`config.mk`:
```
export PLATFORM = sky130hd
export DESIGN_NAME = igen_pipe_flat
export DESIGN_NICKNAME = d
export VERILOG_FILES = /design/src/rtl/igen_pkg.sv /design/src/rtl/igen_if.sv /design/src/rtl/igen_decode.sv /design/src/rtl/igen_pipe.sv /design/src/flat_wrapper.sv
export SDC_FILE = /design/constraint.sdc
export NUM_CORES = 1
export LEC_CHECK = 0
export ABC_AREA = 1
export CAP_MARGIN = 30
export CELL_PAD_IN_SITES_DETAIL_PLACEMENT = 0
export CELL_PAD_IN_SITES_GLOBAL_PLACEMENT = 1
export CORE_MARGIN = 1
export CORE_UTILIZATION = 33
export DETAILED_ROUTE_END_ITERATION = 6
export GPL_TIMING_DRIVEN = 0
export PLACE_DENSITY = 0.81
export SYNTH_ARGS = -nofsm -noshare
export SYNTH_HDL_FRONTEND = slang
export SYNTH_SLANG_ARGS = --single-unit
```
`constraint.sdc`:
```
create_clock -name clk -period 1.4 [get_ports clk]
set_input_delay 0.28 -clock clk [delete_from_list [all_inputs] [get_ports clk]]
set_output_delay 0.28 -clock clk [all_outputs]
set_load 0.01 [all_outputs]
```
`src/rtl/igen_pkg.sv`:
```
// Shared opcodes, immediate-format enum and widths for the igen immediate generator.
package igen_pkg;

    localparam int unsigned INSN_W    = 32;
    localparam int unsigned OPC_W     = 7;
    localparam int unsigned ILL_CNT_W = 16;

    localparam logic [OPC_W-1:0] OP_IMM    = 7'b0010011;
    localparam logic [OPC_W-1:0] OP_LOAD   = 7'b0000011;
    localparam logic [OPC_W-1:0] OP_JALR   = 7'b1100111;
    localparam logic [OPC_W-1:0] OP_SYSTEM = 7'b1110011;
    localparam logic [OPC_W-1:0] OP_STORE  = 7'b0100011;
    localparam logic [OPC_W-1:0] OP_BRANCH = 7'b1100011;
    localparam logic [OPC_W-1:0] OP_LUI    = 7'b0110111;
    localparam logic [OPC_W-1:0] OP_AUIPC  = 7'b0010111;
    localparam logic [OPC_W-1:0] OP_JAL    = 7'b1101111;
    localparam logic [OPC_W-1:0] OP_REG    = 7'b0110011;

    typedef enum logic [2:0] {
        FMT_R    = 3'd0,
        FMT_I    = 3'd1,
        FMT_S    = 3'd2,
        FMT_B    = 3'd3,
        FMT_U    = 3'd4,
        FMT_J    = 3'd5,
        FMT_NONE = 3'd7
    } imm_fmt_e;

    // Buffered entry at the widest legal configuration; igen_pipe narrows it to XLEN/TAG_W.
    localparam int unsigned XLEN_MAX = 64;
    localparam int unsigned TAG_MAX  = 64;

    typedef struct packed {
        logic [XLEN_MAX-1:0] imm;
        imm_fmt_e            fmt;
        logic                illegal;
        logic [TAG_MAX-1:0]  tag;
    } entry_max_t;

endpackage

```
`src/rtl/igen_if.sv`:
```
// Handshake bus between fetch, the immediate generator and decode.
interface igen_if #(
    parameter int unsigned XLEN  = 32,
    parameter int unsigned TAG_W = 32,
    parameter int unsigned DEPTH = 2
);
    import igen_pkg::*;

    localparam int unsigned CNT_W = $clog2(DEPTH + 1);

    logic              in_valid_i;
    logic              in_ready_o;
    logic [INSN_W-1:0] insn_i;
    logic [TAG_W-1:0]  tag_i;
    logic              out_valid_o;
    logic              out_ready_i;
    logic [XLEN-1:0]   imm_o;
    imm_fmt_e          fmt_o;
    logic [TAG_W-1:0]  tag_o;
    logic              illegal_o;
    logic [CNT_W-1:0]  count_o;

    modport master (
        output in_valid_i, insn_i, tag_i, out_ready_i,
        input  in_ready_o, out_valid_o, imm_o, fmt_o, tag_o, illegal_o, count_o
    );

    modport slave (
        input  in_valid_i, insn_i, tag_i, out_ready_i,
        output in_ready_o, out_valid_o, imm_o, fmt_o, tag_o, illegal_o, count_o
    );

endinterface

```
`src/rtl/igen_decode.sv`:
```
// Combinational RV32I immediate extraction and sign extension to XLEN.
// IGEN_ILLEGAL_CNT_EN adds the illegal-opcode flag output.
module igen_decode
    import igen_pkg::*;
#(
    parameter int unsigned XLEN = 32
) (
    input  logic [INSN_W-1:0] insn,
    output logic [XLEN-1:0]   imm,
    output imm_fmt_e          fmt
`ifdef IGEN_ILLEGAL_CNT_EN
   ,output logic              illegal
`endif
);

    logic [31:0] imm32;

    // Build the 32-bit immediate; widening to XLEN is a single sign extension below.
    always_comb begin
        imm32 = '0;
        fmt   = FMT_NONE;
        case (insn[OPC_W-1:0])
            OP_IMM, OP_LOAD, OP_JALR, OP_SYSTEM: begin
                imm32 = {{20{insn[31]}}, insn[31:20]};
                fmt   = FMT_I;
            end
            OP_STORE: begin
                imm32 = {{20{insn[31]}}, insn[31:25], insn[11:7]};
                fmt   = FMT_S;
            end
            OP_BRANCH: begin
                imm32 = {{19{insn[31]}}, insn[31], insn[7], insn[30:25], insn[11:8], 1'b0};
                fmt   = FMT_B;
            end
            OP_LUI, OP_AUIPC: begin
                imm32 = {insn[31:12], 12'b0};
                fmt   = FMT_U;
            end
            OP_JAL: begin
                imm32 = {{11{insn[31]}}, insn[31], insn[19:12], insn[20], insn[30:21], 1'b0};
                fmt   = FMT_J;
            end
            OP_REG: begin
                fmt   = FMT_R;
            end
            default: ;
        endcase
    end

    assign imm = XLEN'($signed(imm32));

`ifdef IGEN_ILLEGAL_CNT_EN
    assign illegal = (fmt == FMT_NONE);
`endif

endmodule

```
`src/rtl/igen_pipe.sv`:
```
// Immediate generator with a DEPTH-entry output FIFO between fetch and decode.
// IGEN_ILLEGAL_CNT_EN keeps the illegal flag in the buffer and adds illegal_cnt_o.
module igen_pipe
    import igen_pkg::*;
#(
    parameter int unsigned XLEN  = 32,
    parameter int unsigned DEPTH = 2,
    parameter int unsigned TAG_W = 32
) (
    input  logic                 clk,
    input  logic                 rst_n,
    igen_if.slave                bus
`ifdef IGEN_ILLEGAL_CNT_EN
   ,output logic [ILL_CNT_W-1:0] illegal_cnt_o
`endif
);

    localparam int unsigned PTR_W = (DEPTH > 1) ? $clog2(DEPTH) : 1;
    localparam int unsigned CNT_W = $clog2(DEPTH + 1);

    // Narrowed form of entry_max_t so no unused bits are stored.
    typedef struct packed {
        logic [XLEN-1:0]  imm;
        imm_fmt_e         fmt;
`ifdef IGEN_ILLEGAL_CNT_EN
        logic             illegal;
`endif
        logic [TAG_W-1:0] tag;
    } entry_t;

    entry_t           mem [DEPTH];
    entry_t           wr_entry;
    entry_t           head;
    logic [PTR_W-1:0] wr_ptr;
    logic [PTR_W-1:0] rd_ptr;
    logic [CNT_W-1:0] count;
    logic [XLEN-1:0]  dec_imm;
    imm_fmt_e         dec_fmt;
    logic             in_ready;
    logic             out_valid;
    logic             push;
    logic             pop;
`ifdef IGEN_ILLEGAL_CNT_EN
    logic             dec_illegal;
`endif

    igen_decode #(.XLEN(XLEN)) u_decode (
        .insn    (bus.insn_i),
        .imm     (dec_imm),
        .fmt     (dec_fmt)
`ifdef IGEN_ILLEGAL_CNT_EN
       ,.illegal (dec_illegal)
`endif
    );

    always_comb begin
        wr_entry         = '0;
        wr_entry.imm     = dec_imm;
        wr_entry.fmt     = dec_fmt;
`ifdef IGEN_ILLEGAL_CNT_EN
        wr_entry.illegal = dec_illegal;
`endif
        wr_entry.tag     = bus.tag_i;
    end

    // Ready depends only on registered occupancy, never on out_ready_i.
    assign in_ready  = (count != CNT_W'(DEPTH));
    assign out_valid = (count != '0);
    assign push      = bus.in_valid_i && in_ready;
    assign pop       = out_valid && bus.out_ready_i;

    always_ff @(posedge clk or negedge rst_n) begin
        if (!rst_n) begin
            for (int i = 0; i < int'(DEPTH); i++) mem[i] <= '0;
        end else if (push) begin
            mem[wr_ptr] <= wr_entry;
        end
    end

    // Pointers wrap naturally because DEPTH is a power of two.
    always_ff @(posedge clk or negedge rst_n) begin
        if (!rst_n) begin
            wr_ptr <= '0;
            rd_ptr <= '0;
            count  <= '0;
        end else begin
            if (push) wr_ptr <= wr_ptr + PTR_W'(1);
            if (pop)  rd_ptr <= rd_ptr + PTR_W'(1);
            case ({push, pop})
                2'b10:   count <= count + CNT_W'(1);
                2'b01:   count <= count - CNT_W'(1);
                default: ;
            endcase
        end
    end

`ifdef IGEN_ILLEGAL_CNT_EN
    always_ff @(posedge clk or negedge rst_n) begin
        if (!rst_n) begin
            illegal_cnt_o <= '0;
        end else if (push && dec_illegal && (illegal_cnt_o != '1)) begin
            illegal_cnt_o <= illegal_cnt_o + ILL_CNT_W'(1);
        end
    end
`endif

    assign head            = mem[rd_ptr];
    assign bus.in_ready_o  = in_ready;
    assign bus.out_valid_o = out_valid;
    assign bus.imm_o       = head.imm;
    assign bus.fmt_o       = head.fmt;
    assign bus.tag_o       = head.tag;
    assign bus.count_o     = count;
`ifdef IGEN_ILLEGAL_CNT_EN
    assign bus.illegal_o   = head.illegal;
`else
    assign bus.illegal_o   = 1'b0;
`endif

endmodule

```
`src/flat_wrapper.sv`:
```
// flat-port wrapper written by rule: the top's interface ports become plain ports
module igen_pipe_flat import igen_pkg::*;
#(
    parameter int unsigned XLEN  = 32,
    parameter int unsigned DEPTH = 2,
    parameter int unsigned TAG_W = 32
)
  (clk, rst_n, bus_in_valid_i, bus_insn_i, bus_tag_i, bus_out_ready_i, bus_in_ready_o, bus_out_valid_o, bus_imm_o, bus_fmt_o, bus_tag_o, bus_illegal_o, bus_count_o);
  igen_if #(.XLEN(XLEN), .TAG_W(TAG_W), .DEPTH(DEPTH)) bus_i ();
  input  logic clk;
  input  logic rst_n;
  input wire logic [$bits(bus_i.in_valid_i)-1:0] bus_in_valid_i;
  input wire logic [$bits(bus_i.insn_i)-1:0] bus_insn_i;
  input wire logic [$bits(bus_i.tag_i)-1:0] bus_tag_i;
  input wire logic [$bits(bus_i.out_ready_i)-1:0] bus_out_ready_i;
  output wire logic [$bits(bus_i.in_ready_o)-1:0] bus_in_ready_o;
  output wire logic [$bits(bus_i.out_valid_o)-1:0] bus_out_valid_o;
  output wire logic [$bits(bus_i.imm_o)-1:0] bus_imm_o;
  output wire logic [$bits(bus_i.fmt_o)-1:0] bus_fmt_o;
  output wire logic [$bits(bus_i.tag_o)-1:0] bus_tag_o;
  output wire logic [$bits(bus_i.illegal_o)-1:0] bus_illegal_o;
  output wire logic [$bits(bus_i.count_o)-1:0] bus_count_o;
  assign bus_i.in_valid_i = bus_in_valid_i;
  assign bus_i.insn_i = bus_insn_i;
  assign bus_i.tag_i = bus_tag_i;
  assign bus_i.out_ready_i = bus_out_ready_i;
  assign bus_in_ready_o = bus_i.in_ready_o;
  assign bus_out_valid_o = bus_i.out_valid_o;
  assign bus_imm_o = bus_i.imm_o;
  assign bus_fmt_o = bus_i.fmt_o;
  assign bus_tag_o = bus_i.tag_o;
  assign bus_illegal_o = bus_i.illegal_o;
  assign bus_count_o = bus_i.count_o;
  igen_pipe #(.XLEN(XLEN), .DEPTH(DEPTH), .TAG_W(TAG_W)) u_core (.clk(clk), .rst_n(rst_n), .bus(bus_i));
endmodule
```
* Word-level counts from Yosys, hierarchy flattened
Index checks and enable logic that the tools add are counted.
** Word-level totals
- Flip-flop bits (word level) :: 138
- Input bits :: 68
- Output and inout bits :: 72
- Logic and storage cells :: 47
** Operators by class
- Add/sub/neg operators :: 4
- Magnitude comparators :: 3
- Equality and inequality tests :: 13
- Muxes and demuxes :: 9
- Bitwise gates (word level) :: 2
- Reduce and logical (&&, ||, !) cells :: 7
** Operators with widths (count)
- 67-bit two-way mux :: 4
- 32-bit case mux with 5 select lines :: 1
- 134-bit bitwise mux :: 1
- 67-bit demux with 1-bit select :: 1
- 7-bit == test, second input constant :: 4
- 7-bit by 6-bit == test with 1-bit output, second input constant :: 3
- 3-bit case mux with 6 select lines :: 1
- 7-bit by 5-bit == test with 1-bit output, second input constant :: 2
- 7-bit by 2-bit == test with 1-bit output, second input constant :: 1
- 2-bit greater-or-equal comparator, second input constant :: 2
- 1-bit inverter with 2-bit output :: 2
- 2-bit case mux with 2 select lines :: 1
- 2-bit nonzero test :: 2
- 4-bit OR reduction :: 1
- 1-bit logical AND :: 3
- 1-bit adder, second input constant :: 2
- 2-bit by 1-bit adder with 2-bit output, second input constant :: 1
- 2-bit by 1-bit == test with 1-bit output, second input constant :: 1
- 2-bit == test, second input constant :: 1
- 2-bit by 1-bit less-than comparator with 1-bit output, second input constant :: 1
- 2-bit != test, second input constant :: 1
- 2-bit OR reduction :: 1
- 2-bit by 1-bit subtractor with 2-bit output, second input constant :: 1

* Logic depth before layout (Yosys ltp)
Gate-level depths: netlist of run 1.
- Word-level depth :: 6
- Gate-level depth with buffers :: 10
- Mapped depth without buffers :: 10

* Cells and area by module
Synthesis of run 1 repeated with hierarchy kept, for this count alone.
** Unflattened totals
- Cells, all modules :: 1025
- Area total of the unflattened synthesis :: 7450.9 um^2
** Modules (own cells, without submodules)
- igen_pipe :: instances 1, cells each 843, area an instance 6590.1 um^2, sequential area each 3453.3 um^2
- igen_decode :: instances 1, cells each 182, area an instance 860.8 um^2, sequential area each 0.0 um^2

* Least setup slack after synthesis of run 1
No wires, ideal clock.
- Path type :: reg2reg
- From :: reg u_core.count[0], in the netlist u_core.bus.count_o[0]
- To :: reg u_core.count[1], in the netlist u_core.bus.count_o[1]
- Setup time :: 131 ps
- Arrival :: 1409 ps
- Required time :: 1269 ps
- Slack :: -140 ps
- Cell stages (with the launch flop) :: 9
- Buffers on the path :: 0
- Period minus slack after synthesis :: 1540 ps
- Cells stage by stage :: dfrtp_1 -> inv_2 -> nand2_1 -> nand2_1 -> inv_1 -> ha_1 -> a21oi_1 -> o21ai_0 -> xor2_1
** Between the ends
- Cells in the longest elaborated chain, start to end :: 4
- Elaborated cells between the ends (all ways) :: 10
- Classes of those cells :: 2 x add/sub; 3 x eq/ne; 1 x mux; 4 x reduce/logical
** RTL lines
- start: declaration :: line igen_pipe.sv:36 : logic [CNT_W-1:0] count;
- start signal: assignment :: line igen_pipe.sv:90 : 2'b10: count <= count + CNT_W'(1);
- start signal: assignment :: line igen_pipe.sv:91 : 2'b01: count <= count - CNT_W'(1);
- 2-bit nonzero test (*) :: line igen_pipe.sv:68 : assign out_valid = (count != '0);
- named net bus_out_valid_o :: line flat_wrapper.sv:17 : output wire logic [$bits(bus_i.out_valid_o)-1:0] bus_out_valid_o;
- 1-bit logical AND (*) :: line igen_pipe.sv:70 : assign pop = out_valid && bus.out_ready_i;
- named net u_core.pop :: line igen_pipe.sv:42 : logic pop;
- 2-bit by 1-bit == test with 1-bit output or 2-bit == test (tied branches) :: line igen_pipe.sv:89 : case ({push, pop})
- 2-bit case mux with 2 select lines or 2-bit nonzero test (tied branches)
The timed path passes the listed nets; every way through them passes the cells marked *.
A chain may end at the register's enable or synchronous reset.

* Final worst setup path of run 1
- From :: reg u_core.rd_ptr
- To :: out bus_tag_o[0]
** Between the ends
- Cells in the longest elaborated chain, start to end :: 4
** RTL lines
- start: declaration :: line igen_pipe.sv:35 : logic [PTR_W-1:0] rd_ptr;
- start signal: assignment :: line igen_pipe.sv:88 : if (pop) rd_ptr <= rd_ptr + PTR_W'(1);
- 1-bit inverter with 2-bit output (implied by the code) :: line igen_pipe.sv:107 : assign head = mem[rd_ptr];
- 67-bit two-way mux (implied by the code) (3 in series) :: line igen_pipe.sv:107
- end: declaration :: line flat_wrapper.sv:20 : output wire logic [$bits(bus_i.tag_o)-1:0] bus_tag_o;
No other way between the ends. The select of a mux whose other input is x is not followed.

==> impl_results.md, run 1 <==
* Final max-slew violation count at 0
* Proportion of synthesized area in mux cells at 0
* Effective utilization at floorplan at 0.341
* Final global-route overflow total at 0
* Post-layout instance count excluding filler cells at 1,401
* Status: complete, but fails checks
* Largest stage delay on the critical path at 390 ps
* Beginning of the critical path: u_core.rd_ptr$_DFFE_PN0P_
* Complex-gate fraction of the synthesized area at 0.0541
* Number of buffers between clock root and the deepest sink at 2
* Post-synth top area cell: dfrtp_1
* Wire length of the first global-routing pass at 33,700 um
* Flip-flop and latch count after synthesis at 138
* Endpoint of the worst-slack reg-to-reg timing path: u_core.mem[46]$_DFFE_PN0P_
* Synthesized netlist net count at 973
* Data arrival at the endpoint of the critical path at 1590 ps
* Share of the clock period used by the worst path at 1.34
* CTS root buffer: clkbuf_16
* Share of Yosys cell area claimed by the top area cell type at 0.512
* Headroom to the max-slew limit at 0.577
* Die footprint at 0.0210 mm^2
* Critical path fanouts, max at 6
* Count of synthesis-stage warnings from yosys at 0
* Floorplan die height at 145 um
* Maximum clock rate at 534 MHz
* Final design area excluding fillers at 0.0113 mm^2
* Worst path top cell family by delay: buffers and inverters
* Count of cell types in the netlist at 27
* Minimum setup slack in the final design at -471 ps
* H-tree level count at 4
* Startpoint type of the worst setup path: register
* Routability congestion estimate from global placement at 0.825
* Worst slack, placed at -862 ps
* Dominant combinational cell family by area after synthesis: simple AND/OR/NAND/NOR gates
* Kind of critical path: reg2out
* Vias at 6,602
* Xor-xnor portion of the synthesized cell area at 0.00389
* Overall power after layout at 22.1 mW
* Setup repair after global routing missed its margin: true
* # port buffers at 138
* Element type at the critical path end: output pin
* Initial DRT Pass Iterations at 7
* Post-Synth Adder-Cell Area at 0.00185
* Area overhead of the layout relative to synthesis at 67.3%
* Cell count along the critical path at 6
* Global-route usage over all layers at 0.205
* Routed via count divided by cell count at 4.71
* Reg-to-reg slack, setup at -20 ps
* Filler instances at 1,710
* Number of I/O pins at 140
* Remaining DRCs at 0
* Worst min path class: in2reg
* Mean routed wirelength per cell at 16.6 um
* Top cells by area in the synthesized netlist: dfrtp_1, nand2_1, o21ai_0, inv_1, nand3_1
* Final count of negative-setup-slack endpoints at 82
* Cells along the critical path: buf_8 -> buf_12 -> clkbuf_16 -> nand2_1 -> o21ai_1 -> buf_2
* Power density cells at 1960 mW/mm^2
* Vias in the first global route at 6,276
* Destination of the critical timing path: bus_tag_o[0]
* Number of cell instances on the worst register-to-register path at 8
* Max-cap violations at 0
* Number of standard-cell rows in the floorplan at 51
* Worst Max-Slew Pin Slew at 634 ps
* WP data required at 1120 ps
* Slowest-stage cell, CP: dfrtp_1
* Fraction of layout instances using a drive strength above 1 at 0.424
* Largest net degree at the start of global routing at 76
* TritonCTS Sinks at 138
* Synthesized instance count at 904
* Source of the worst register-to-register timing path: u_core.bus.count_o[1]$_DFFE_PN0P_
* Final setup TNS at -26,140 ps
* Buffer and inverter count on the worst path at 4
* Maximum vdd ir drop at 1.38 mV
* Clock network latency to the later pin of the worst-skew pair at 420 ps
* Cell area after synthesis at 0.00675 mm^2
* Die span in x at 145 um
* Number of antenna violations at the first check in global routing at 0
* LEAKAGE at 6.14 nW
* TritonCTS clock tree: done
* Aggregate routed wire length at 23,200 um
* Floorplan core area at 0.0198 mm^2
* Final Hold Slack at 328 ps
* Core utilization of the finished layout at 0.571
* Placed instance count at 1,308
* Simple-Gate Fraction of Synth Area at 0.350
* Endpoints failing hold at 0
* Number of buffers created by CTS at 17
* Seq/Total Area, Yosys at 0.512
* Placed cell area at 0.00851 mm^2
* Worst clock skew at 6.28 ps
* Violations in the final reports: negative setup slack
* Count of antenna diodes in the layout at 0
* Final-stage net count at 1,192
* Clock Pin Slew Worst Setup and Hold Paths at 60 ps
* Violation count after the first detailed-routing iteration at 368
* Time the worst path needs with I/O delays and setup at 1870 ps
* Count of antenna-violating nets left after detailed routing at 0
* Post-synthesis average cell area at 7.46 um^2
* Total half-perimeter wirelength after legalization and detailed placement at 13,800 um
==> cell usage in the layout (no fill, tap or decap), types with 3 or more instances in the layout <==
master	n
buf_12	17
buf_2	45
buf_4	15
buf_6	53
buf_8	18
clkbuf_16	39
clkbuf_8	6
clkdlybuf4s50_1	58
clkinv_2	4
clkinvlp_4	3
dfrtp_1	136
dlygate4sd2_1	5
inv_1	52
inv_2	8
inv_6	3
nand2_1	324
nand2_2	133
nand2_4	73
nand3_1	27
nand3_2	5
nor2_1	6
nor2_4	3
o21ai_0	14
o21ai_1	23
o21ai_2	35
==> how the worst min path moves through the flow <==
| stage | start | end | slack, ps | cells after the start |
|---|---|---|---|---|
| 6_report | bus_insn_i[31] | u_core.mem[133]$_DFFE_PN0P_ | 330 | 3 |
| 5_1_grt | bus_insn_i[31] | u_core.mem[66]$_DFFE_PN0P_ | 350 | 3 |
| 4_1_cts | bus_tag_i[6] | u_core.mem[6]$_DFFE_PN0P_ | 410 | 3 |
| 3_5_place_dp | rst_n | u_core.mem[74]$_DFFE_PN0P_ | 370 | 1 |
| 3_3_place_gp | u_core.mem[29]$_DFFE_PN0P_ | u_core.mem[29]$_DFFE_PN0P_ | 450 | 2 |
| 2_1_floorplan | rst_n | u_core.bus.count_o[0]$_DFFE_PN0P_ | -20 | 0 |
==> layout make-up <==
type,count,area (um^2),share of cell area
plain buffers,45,677,0.0600
clock buffers,19,453,0.0401
clock inverters,13,116,0.0103
inverters,64,265,0.0235
multi-input cells,656,3770,0.334
flip-flops and latches,138,3460,0.306
well taps,265,332,0.0294
repair buffers,201,2220,0.196
==> registers in the layout (all words and copies together) (netlist names) <==
signal and count:
u_core.rd_ptr 1, u_core.wr_ptr 1, u_core.mem 134, u_core.bus.count_o 2
==> timing repair <==
| item | in CTS | in global routing |
|---|---|---|
| setup buffers | 21 | 18 |
| hold buffers | 1 | 0 |
| pin swaps | 22 | 106 |
| setup endpoints to repair | 186 | 209 |
| endpoints found under the hold margin | 74 | 0 |
| gates cloned | 6 | 18 |
| resized for setup | 479 | 372 |
==> synthesized netlist by cell type (all sizes together) <==
cell,count
a21oi,1
buf,32
clkbuf,15
clkinv,1
conb,1
dfrtp,138
ha,1
inv,63
nand2,531
nand3,34
nand4,1
nor2,11
o21ai,72
xnor2,1
xor2,2
==> power by group <==
| part | internal [mW] | switching [mW] |
|---|---|---|
| Sequential | 5.26 | 0.729 |
| Clock | 2.54 | 1.84 |
| Combinational | 5.70 | 6.00 |
| Total | 13.5 | 8.57 |
==> per-layer routing <==
| layer | wire, um | global-route usage | up-vias |
|---|---|---|---|
| met5 | 0 | 0 | - |
| met4 | 295 | 0.0500 | 0 |
| met3 | 1290 | 0.0437 | 20 |
| met2 | 11100 | 0.325 | 189 |
| met1 | 10500 | 0.283 | 3182 |
| li1 | - | - | 3211 |
==> cell families (layout without fill, tap and decap cells) <==
| logic type | Yosys count | count (layout) |
|---|---|---|
| AO/OA/AOI/OAI | 73 | 73 |
| buffers and inverters | 111 | 342 |
| flip-flops | 138 | 138 |
| XOR/XNOR | 3 | 3 |
| other | 1 | 1 |
| AND/OR/NAND/NOR | 577 | 578 |
| adder cells (fa/ha/maj) | 1 | 1 |
==> worst register-to-register path, stage by stage, from the launching register on <==
cell       delay, ps
dfrtp_2          440
nand2_4          110
nand2_8           90
nor2_4           140
buf_6            150
buf_12           150
clkbuf_16        180
nand2_4           50
nand2_2           50
Power figures use the tool's default switching activity.
==> run 2: changes to the inputs <==
Settings changed: SETUP_SLACK_MARGIN from default to 0.1.
==> impl_results.md, run 2 (synthesized netlist as in run 1, its figures left out) <==
* Vias at 6,727 (was 6,602)
* Mean routed wirelength per cell at 17.0 um (was 16.6 um)
* Clock network latency to the later pin of the worst-skew pair at 420 ps (about the same)
* Routed via count divided by cell count at 4.78 (was 4.71)
* Floorplan die height at 145 um (unchanged)
* Post-layout instance count excluding filler cells at 1,408 (was 1,401)
* Count of antenna-violating nets left after detailed routing at 0 (unchanged)
* LEAKAGE at 6.27 nW (was 6.14 nW)
* Max-cap violations at 0 (unchanged)
* Placed instance count at 1,308 (unchanged)
* CTS root buffer: clkbuf_16 (unchanged)
* Area overhead of the layout relative to synthesis at 76.0% (was 67.3%)
* Routability congestion estimate from global placement at 0.870 (was 0.825)
* Worst clock skew at 6.75 ps (was 6.28 ps)
* Vias in the first global route at 6,471 (was 6,276)
* Wire length of the first global-routing pass at 34,900 um (was 33,700 um)
* Minimum setup slack in the final design at -457 ps (was -471 ps)
* Number of I/O pins at 140 (unchanged)
* Worst Max-Slew Pin Slew at 549 ps (was 634 ps)
* Filler instances at 1,659 (was 1,710)
* TritonCTS clock tree: done (unchanged)
* Worst min path class: in2async (was in2reg)
* Maximum clock rate at 538 MHz (was 534 MHz)
* Overall power after layout at 24.2 mW (was 22.1 mW)
* Final global-route overflow total at 0 (unchanged)
* Global-route usage over all layers at 0.213 (was 0.205)
* Violation count after the first detailed-routing iteration at 335 (was 368)
* Final setup TNS at -34,520 ps (was -26,140 ps)
* Reg-to-reg slack, setup at -140 ps (was -20 ps)
* H-tree level count at 4 (unchanged)
* Element type at the critical path end: output pin (unchanged)
* Clock Pin Slew Worst Setup and Hold Paths at 60 ps (about the same)
* Die footprint at 0.0210 mm^2 (unchanged)
* Floorplan core area at 0.0198 mm^2 (unchanged)
* Number of standard-cell rows in the floorplan at 51 (unchanged)
* Number of cell instances on the worst register-to-register path at 10 (was 8)
* Top register by number of flip-flops: u_core.mem (unchanged)
* Maximum vdd ir drop at 1.29 mV (was 1.38 mV)
* Power density cells at 2040 mW/mm^2 (was 1960 mW/mm^2)
* Worst slack, placed at -805 ps (was -862 ps)
* Number of buffers created by CTS at 17 (unchanged)
* Number of antenna violations at the first check in global routing at 0 (unchanged)
* WP data required at 1120 ps (about the same)
* Final-stage net count at 1,199 (was 1,192)
* Data arrival at the endpoint of the critical path at 1580 ps (was 1590 ps)
* Most common cell after layout, fill and taps aside: nand2_1 (unchanged)
* Critical path fanouts, max at 10 (was 6)
* Share of the clock period used by the worst path at 1.33 (was 1.34)
* Kind of critical path: reg2out (unchanged)
* Final count of negative-setup-slack endpoints at 195 (was 82)
* Startpoint type of the worst setup path: register (unchanged)
* Commonest cells after routing, fill and taps aside: nand2_1, nand2_2, dfrtp_1, nand2_4, clkdlybuf4s50_1 (was nand2_1, dfrtp_1, nand2_2, nand2_4, clkdlybuf4s50_1)
* Final max-slew violation count at 0 (unchanged)
* Total half-perimeter wirelength after legalization and detailed placement at 13,700 um (was 13,800 um)
* # port buffers at 138 (unchanged)
* Placed cell area at 0.00854 mm^2 (was 0.00851 mm^2)
* Aggregate routed wire length at 23,900 um (was 23,200 um)
* Time the worst path needs with I/O delays and setup at 1860 ps (was 1870 ps)
* Largest net degree at the start of global routing at 72 (was 76)
* Fraction of layout instances using a drive strength above 1 at 0.487 (was 0.424)
* Status: complete, but fails checks (unchanged)
* Number of buffers between clock root and the deepest sink at 2 (unchanged)
* Final Hold Slack at 423 ps (was 328 ps)
* TritonCTS Sinks at 138 (unchanged)
* Core utilization of the finished layout at 0.601 (was 0.571)
* Endpoints failing hold at 0 (unchanged)
* Remaining DRCs at 0 (unchanged)
* Headroom to the max-slew limit at 0.634 (was 0.577)
* Final design area excluding fillers at 0.0119 mm^2 (was 0.0113 mm^2)
* Die span in x at 145 um (unchanged)
* Violations in the final reports: negative setup slack (unchanged)
* Initial DRT Pass Iterations at 5 (was 7)
* Effective utilization at floorplan at 0.341 (unchanged)
* Max FFs per register at 134 (unchanged)
* Count of antenna diodes in the layout at 0 (unchanged)
* Setup repair after global routing missed its margin: true (unchanged)
==> run 2: per-layer routing <==
layer | track usage | up-vias | part of all wire
met5 | 0 | - | 0
li1 | - | 3221 | -
met3 | 0.0396 | 43 | 0.040
met1 | 0.286 | 3295 | 0.44
met4 | 0.0617 | 0 | 0.019
met2 | 0.350 | 168 | 0.50
==> run 2: final cells by class <==
cell class	instances	area [um^2]	share of cell area
Clock buffer	22	484	0.0408
Tap cell	265	332	0.0279
Multi-Input combinational cell	656	4010	0.338
Sequential cell	138	3460	0.291
Clock inverter	10	163	0.0137
Timing Repair Buffer	209	2440	0.205
Inverter	64	292	0.0245
Buffer	44	699	0.0589
==> run 2: report_power, final <==
group	internal (mW)	switching [mW]	total [mW]
logic	6.53	6.56	13.1
registers	5.26	0.919	6.18
clock network	3.18	1.75	4.93
==> run 2: final timing paths <==
kind                                              end                         startpoint
max                                     bus_tag_o[26]          u_core.rd_ptr$_DFFE_PN0P_
min                        u_core.mem[77]$_DFFE_PN0P_                              rst_n
max reg2reg                u_core.mem[67]$_DFFE_PN0P_  u_core.bus.count_o[0]$_DFFE_PN0P_
min reg2reg                u_core.mem[41]$_DFFE_PN0P_         u_core.mem[41]$_DFFE_PN0P_
max in group asynchronous  u_core.mem[62]$_DFFE_PN0P_                              rst_n
min in group clk           u_core.mem[90]$_DFFE_PN0P_                      bus_tag_i[23]
==> run 2: timing repair <==
action,4_1_cts,5_1_grt
hold endpoints to repair,67,0
setup buffers,34,11
endpoints found under the setup margin,206,278
pin swaps,95,64
cloned,19,9
resized for setup,654,295
hold buffers,1,0
==> run 2: critical path, stage by stage, from the launching register on <==
cell and delay [ps]:
dfrtp_1 380, buf_8 170, buf_12 160, buf_8 140, nand2_1 80, o21ai_2 70, buf_2 150
==> run 3: changes to the inputs <==
Settings changed: CORE_UTILIZATION 33 to 34, SYNTH_HIERARCHICAL from default to 1.
==> impl_results.md, run 3 <==
* Share of Yosys cell area claimed by the top area cell type at 0.463 (was 0.512)
* Data arrival at the endpoint of the critical path at 1640 ps (was 1580 ps)
* Critical path fanouts, max at 8 (was 10)
* Cell types with the highest counts after synthesis: nand2_1, dfrtp_1, nand4_1 (was nand2_1, dfrtp_1, o21ai_0)
* Headroom to the max-slew limit at 0.602 (was 0.634)
* Cells along the critical path: buf_6 -> inv_8 -> buf_12 -> clkbuf_16 -> nand2_4 -> nand2_4 -> buf_6 (was buf_8 -> buf_12 -> buf_8 -> nand2_1 -> o21ai_2 -> buf_2)
* Power density cells at 2190 mW/mm^2 (was 2040 mW/mm^2)
* Slowest-stage cell, CP: dfrtp_1 (unchanged)
* Switching share of total power at 0.394 (was 0.381)
* Final design area excluding fillers at 0.0129 mm^2 (was 0.0119 mm^2)
* Aggregate routed wire length at 31,200 um (was 23,900 um)
* TritonCTS Sinks at 138 (unchanged)
* Vias at 8,635 (was 6,727)
* Final max-slew violation count at 0 (unchanged)
* Number of cell instances on the worst register-to-register path at 11 (was 10)
* Placed cell area at 0.00923 mm^2 (was 0.00854 mm^2)
* Violations in the final reports: negative setup slack (unchanged)
* Clock network latency to the later pin of the worst-skew pair at 430 ps (was 420 ps)
* Routed via count divided by cell count at 5.52 (was 4.78)
* Post-synth top area cell: dfrtp_1 (unchanged)
* Final-stage net count at 1,344 (was 1,199)
* Max-cap violations at 0 (unchanged)
* Post-synthesis average cell area at 7.27 um^2 (was 7.46 um^2)
* Clock network fraction of design power at 0.199 (was 0.204)
* Worst min path class: in2async (unchanged)
* Seq/Total Area, Yosys at 0.463 (was 0.512)
* Most numerous cell in the Yosys netlist: nand2_1 (unchanged)
* Clock Pin Slew Worst Setup and Hold Paths at 60 ps (about the same)
* Endpoint of the worst-slack reg-to-reg timing path: u_core/bus.count_o[1]$_DFFE_PN0P_ (was u_core.mem[67]$_DFFE_PN0P_)
* Final count of negative-setup-slack endpoints at 208 (was 195)
* WP data required at 1120 ps (about the same)
* H-tree level count at 4 (unchanged)
* Fraction of layout instances using a drive strength above 1 at 0.421 (was 0.487)
* # port buffers at 138 (unchanged)
* Max FFs per register at 134 (unchanged)
* Power spent charging and discharging nets at 11.1 mW (was 9.23 mW)
* Number of I/O pins at 140 (unchanged)
* Top register by number of flip-flops: u_core/mem (was u_core.mem)
* Count of antenna-violating nets left after detailed routing at 0 (unchanged)
* Worst Max-Slew Pin Slew at 597 ps (was 549 ps)
* Element type at the critical path end: output pin (unchanged)
* Kind of critical path: reg2out (unchanged)
* LEAKAGE at 6.91 nW (was 6.27 nW)
* Number of buffers created by CTS at 17 (unchanged)
* Time the worst path needs with I/O delays and setup at 1920 ps (was 1860 ps)
* CTS root buffer: clkbuf_16 (unchanged)
* Effective utilization at floorplan at 0.351 (was 0.341)
* Number of antenna violations at the first check in global routing at 0 (unchanged)
* Status: complete, but fails checks (unchanged)
* Die span in x at 150 um (was 145 um)
* Synthesized instance count at 1,025 (was 904)
* Core utilization of the finished layout at 0.608 (was 0.601)
* Count of synthesis-stage warnings from yosys at 6 (was 0)
* Count of cell types in the netlist at 24 (was 27)
* Maximum clock rate at 520 MHz (was 538 MHz)
* Internal power at 17.1 mW (was 15.0 mW)
* Source of the worst register-to-register timing path: u_core/bus.count_o[1]$_DFFE_PN0P_ (was u_core.bus.count_o[0]$_DFFE_PN0P_)
* Worst clock skew at 5.03 ps (was 6.75 ps)
* Area overhead of the layout relative to synthesis at 73.2% (was 76.0%)
* Largest stage delay on the critical path at 380 ps (about the same)
* Maximum vdd ir drop at 1.27 mV (was 1.29 mV)
* Startpoint type of the worst setup path: register (unchanged)
* Initial DRT Pass Iterations at 5 (unchanged)
* Minimum setup slack in the final design at -524 ps (was -457 ps)
* Top cells by area in the synthesized netlist: dfrtp_1, nand2_1, nand4_1, buf_2, nand3_1 (was dfrtp_1, nand2_1, o21ai_0, inv_1, nand3_1)
* Violation count after the first detailed-routing iteration at 805 (was 335)
* Filler instances at 1,699 (was 1,659)
* Largest net degree at the start of global routing at 71 (was 72)
* Share of the clock period used by the worst path at 1.37 (was 1.33)
* Final global-route overflow total at 0 (unchanged)
* Vias in the first global route at 8,023 (was 6,471)
* Fraction of registers with async set or reset after synthesis at 1.00 (unchanged)
* Number of enable-type register cells in the synthesized netlist at 0 (unchanged)
* Portion of total power attributed to combinational logic at 0.573 (was 0.541)
* Floorplan core area at 0.0212 mm^2 (was 0.0198 mm^2)
* Count of antenna diodes in the layout at 0 (unchanged)
* Sequential cell fraction of total power at 0.229 (was 0.255)
* Commonest cells after routing, fill and taps aside: nand2_1, nand2_2, dfrtp_1, nand4_1, nand2_4 (was nand2_1, nand2_2, dfrtp_1, nand2_4, clkdlybuf4s50_1)
* Most common cell after layout, fill and taps aside: nand2_1 (unchanged)
* Remaining DRCs at 0 (unchanged)
* Die footprint at 0.0225 mm^2 (was 0.0210 mm^2)
* Setup repair after global routing missed its margin: true (unchanged)
* Total half-perimeter wirelength after legalization and detailed placement at 17,200 um (was 13,700 um)
* Reg-to-reg slack, setup at -250 ps (was -140 ps)
* TritonCTS clock tree: done (unchanged)
* Mean routed wirelength per cell at 20.0 um (was 17.0 um)
* Endpoints failing hold at 0 (unchanged)
* Number of standard-cell rows in the floorplan at 53 (was 51)
* Floorplan die height at 150 um (was 145 um)
* Flip-flop and latch count after synthesis at 138 (unchanged)
* Cell area after synthesis at 0.00745 mm^2 (was 0.00675 mm^2)
* Wire length of the first global-routing pass at 44,500 um (was 34,900 um)
* Routability congestion estimate from global placement at 0.850 (was 0.870)
* Buffer and inverter count on the worst path at 5 (was 4)
* Cell count along the critical path at 7 (was 6)
* Top_reg_cell synth: dfrtp_1 (unchanged)
* Global-route usage over all layers at 0.263 (was 0.213)
* Number of buffers between clock root and the deepest sink at 2 (unchanged)
* Synthesized netlist net count at 1,094 (was 973)
* Worst path top cell family by delay: buffers and inverters (unchanged)
[run 3: cell count changes after synthesis, moves of 11 or more]
cell	change
inv_1	-28
o21ai_0	-66
clkbuf_1	+15
nand4_1	+134
nand2_1	+39
nor2_1	+11
buf_2	+22
[run 3: area by class of cell]
cell class | instances | area [um^2] | share of cell area
plain buffers | 79 | 932 | 0.0722
clock buffers | 21 | 470 | 0.0365
clock inverters | 11 | 262 | 0.0203
inverters | 32 | 130 | 0.0101
multi-input cells | 775 | 4590 | 0.356
flip-flops and latches | 138 | 3450 | 0.268
well taps | 275 | 344 | 0.0267
repair buffers | 232 | 2720 | 0.211
[run 3: power groups by stage]
| stage | clock (mW) | sequential (mW) | combinational [mW] |
|---|---|---|---|
| after CTS | 5.64 | 5.99 | 13.5 |
| after detailed placement | 0 | 5.92 | 8.73 |
| after global placement | 0 | 5.90 | 8.64 |
| final | 5.62 | 6.46 | 16.2 |
| after floorplan | 0 | 5.80 | 4.84 |
| after global routing | 5.82 | 6.57 | 16.9 |
[run 3: worst max-delay path by stage]
stage | from | end | slack [ps]
2_1_floorplan | u_core/bus.count_o[0]$_DFFE_PN0P_ | u_core/bus.count_o[1]$_DFFE_PN0P_ | -20
3_3_place_gp | rst_n | u_core/mem[50]$_DFFE_PN0P_ | -5670
3_5_place_dp | u_core/rd_ptr$_DFFE_PN0P_ | bus_fmt_o[1] | -790
4_1_cts | u_core/rd_ptr$_DFFE_PN0P_ | bus_tag_o[18] | -510
5_1_grt | u_core/rd_ptr$_DFFE_PN0P_ | bus_imm_o[2] | -540
6_report | u_core/rd_ptr$_DFFE_PN0P_ | bus_fmt_o[1] | -520
[run 3: repair_timing]
item,CTS,global route
resized for setup,646,276
setup endpoints to repair,208,279
gates cloned,22,8
hold buffers,1,0
pin swaps,140,76
endpoints found under the hold margin,68,0
buffers inserted,50,21
[run 3: per-layer routing]
layer	track usage	up-vias	wire length [um]
li1	-	3832	-
met2	0.417	475	14900
met5	0	-	0
met1	0.350	4212	12200
met4	0.119	0	1520
met3	0.0448	116	2550
[run 3: logic make-up after synthesis]
| family | synth area share |
|---|---|
| flip-flops | 0.463 |
| XOR/XNOR | 0.00118 |
| AND/OR/NAND/NOR | 0.453 |
| other | 0.000503 |
| buffers and inverters | 0.0757 |
| AO/OA/AOI/OAI | 0.00403 |
| adder cells (fa/ha/maj) | 0.00168 |
[run 3: per-stage QoR]
step / worst slack, ps / hold slack (ps) / TNS [ps] / power, mW / instances
CTS: -515 / 437 / -36430 / 25.1 / 1544
global placement: -5670 / 453 / -898080 / 14.5 / 1438
detailed placement: -789 / 336 / -118800 / 14.6 / 1439
global route: -540 / 431 / -52730 / 29.3 / 1563
floorplan: -21.2 / -15.6 / -21.2 / 10.6 / 1025
finish: -524 / 382 / -45930 / 28.3 / 1563
[run 3: worst reg2reg max path, delay by kind of cell (launching register included)]
kind,cells,cell delay [ps]
fa+ha+maj,1,230
buf+inv,5,590
flops,1,410
simple gates,5,310
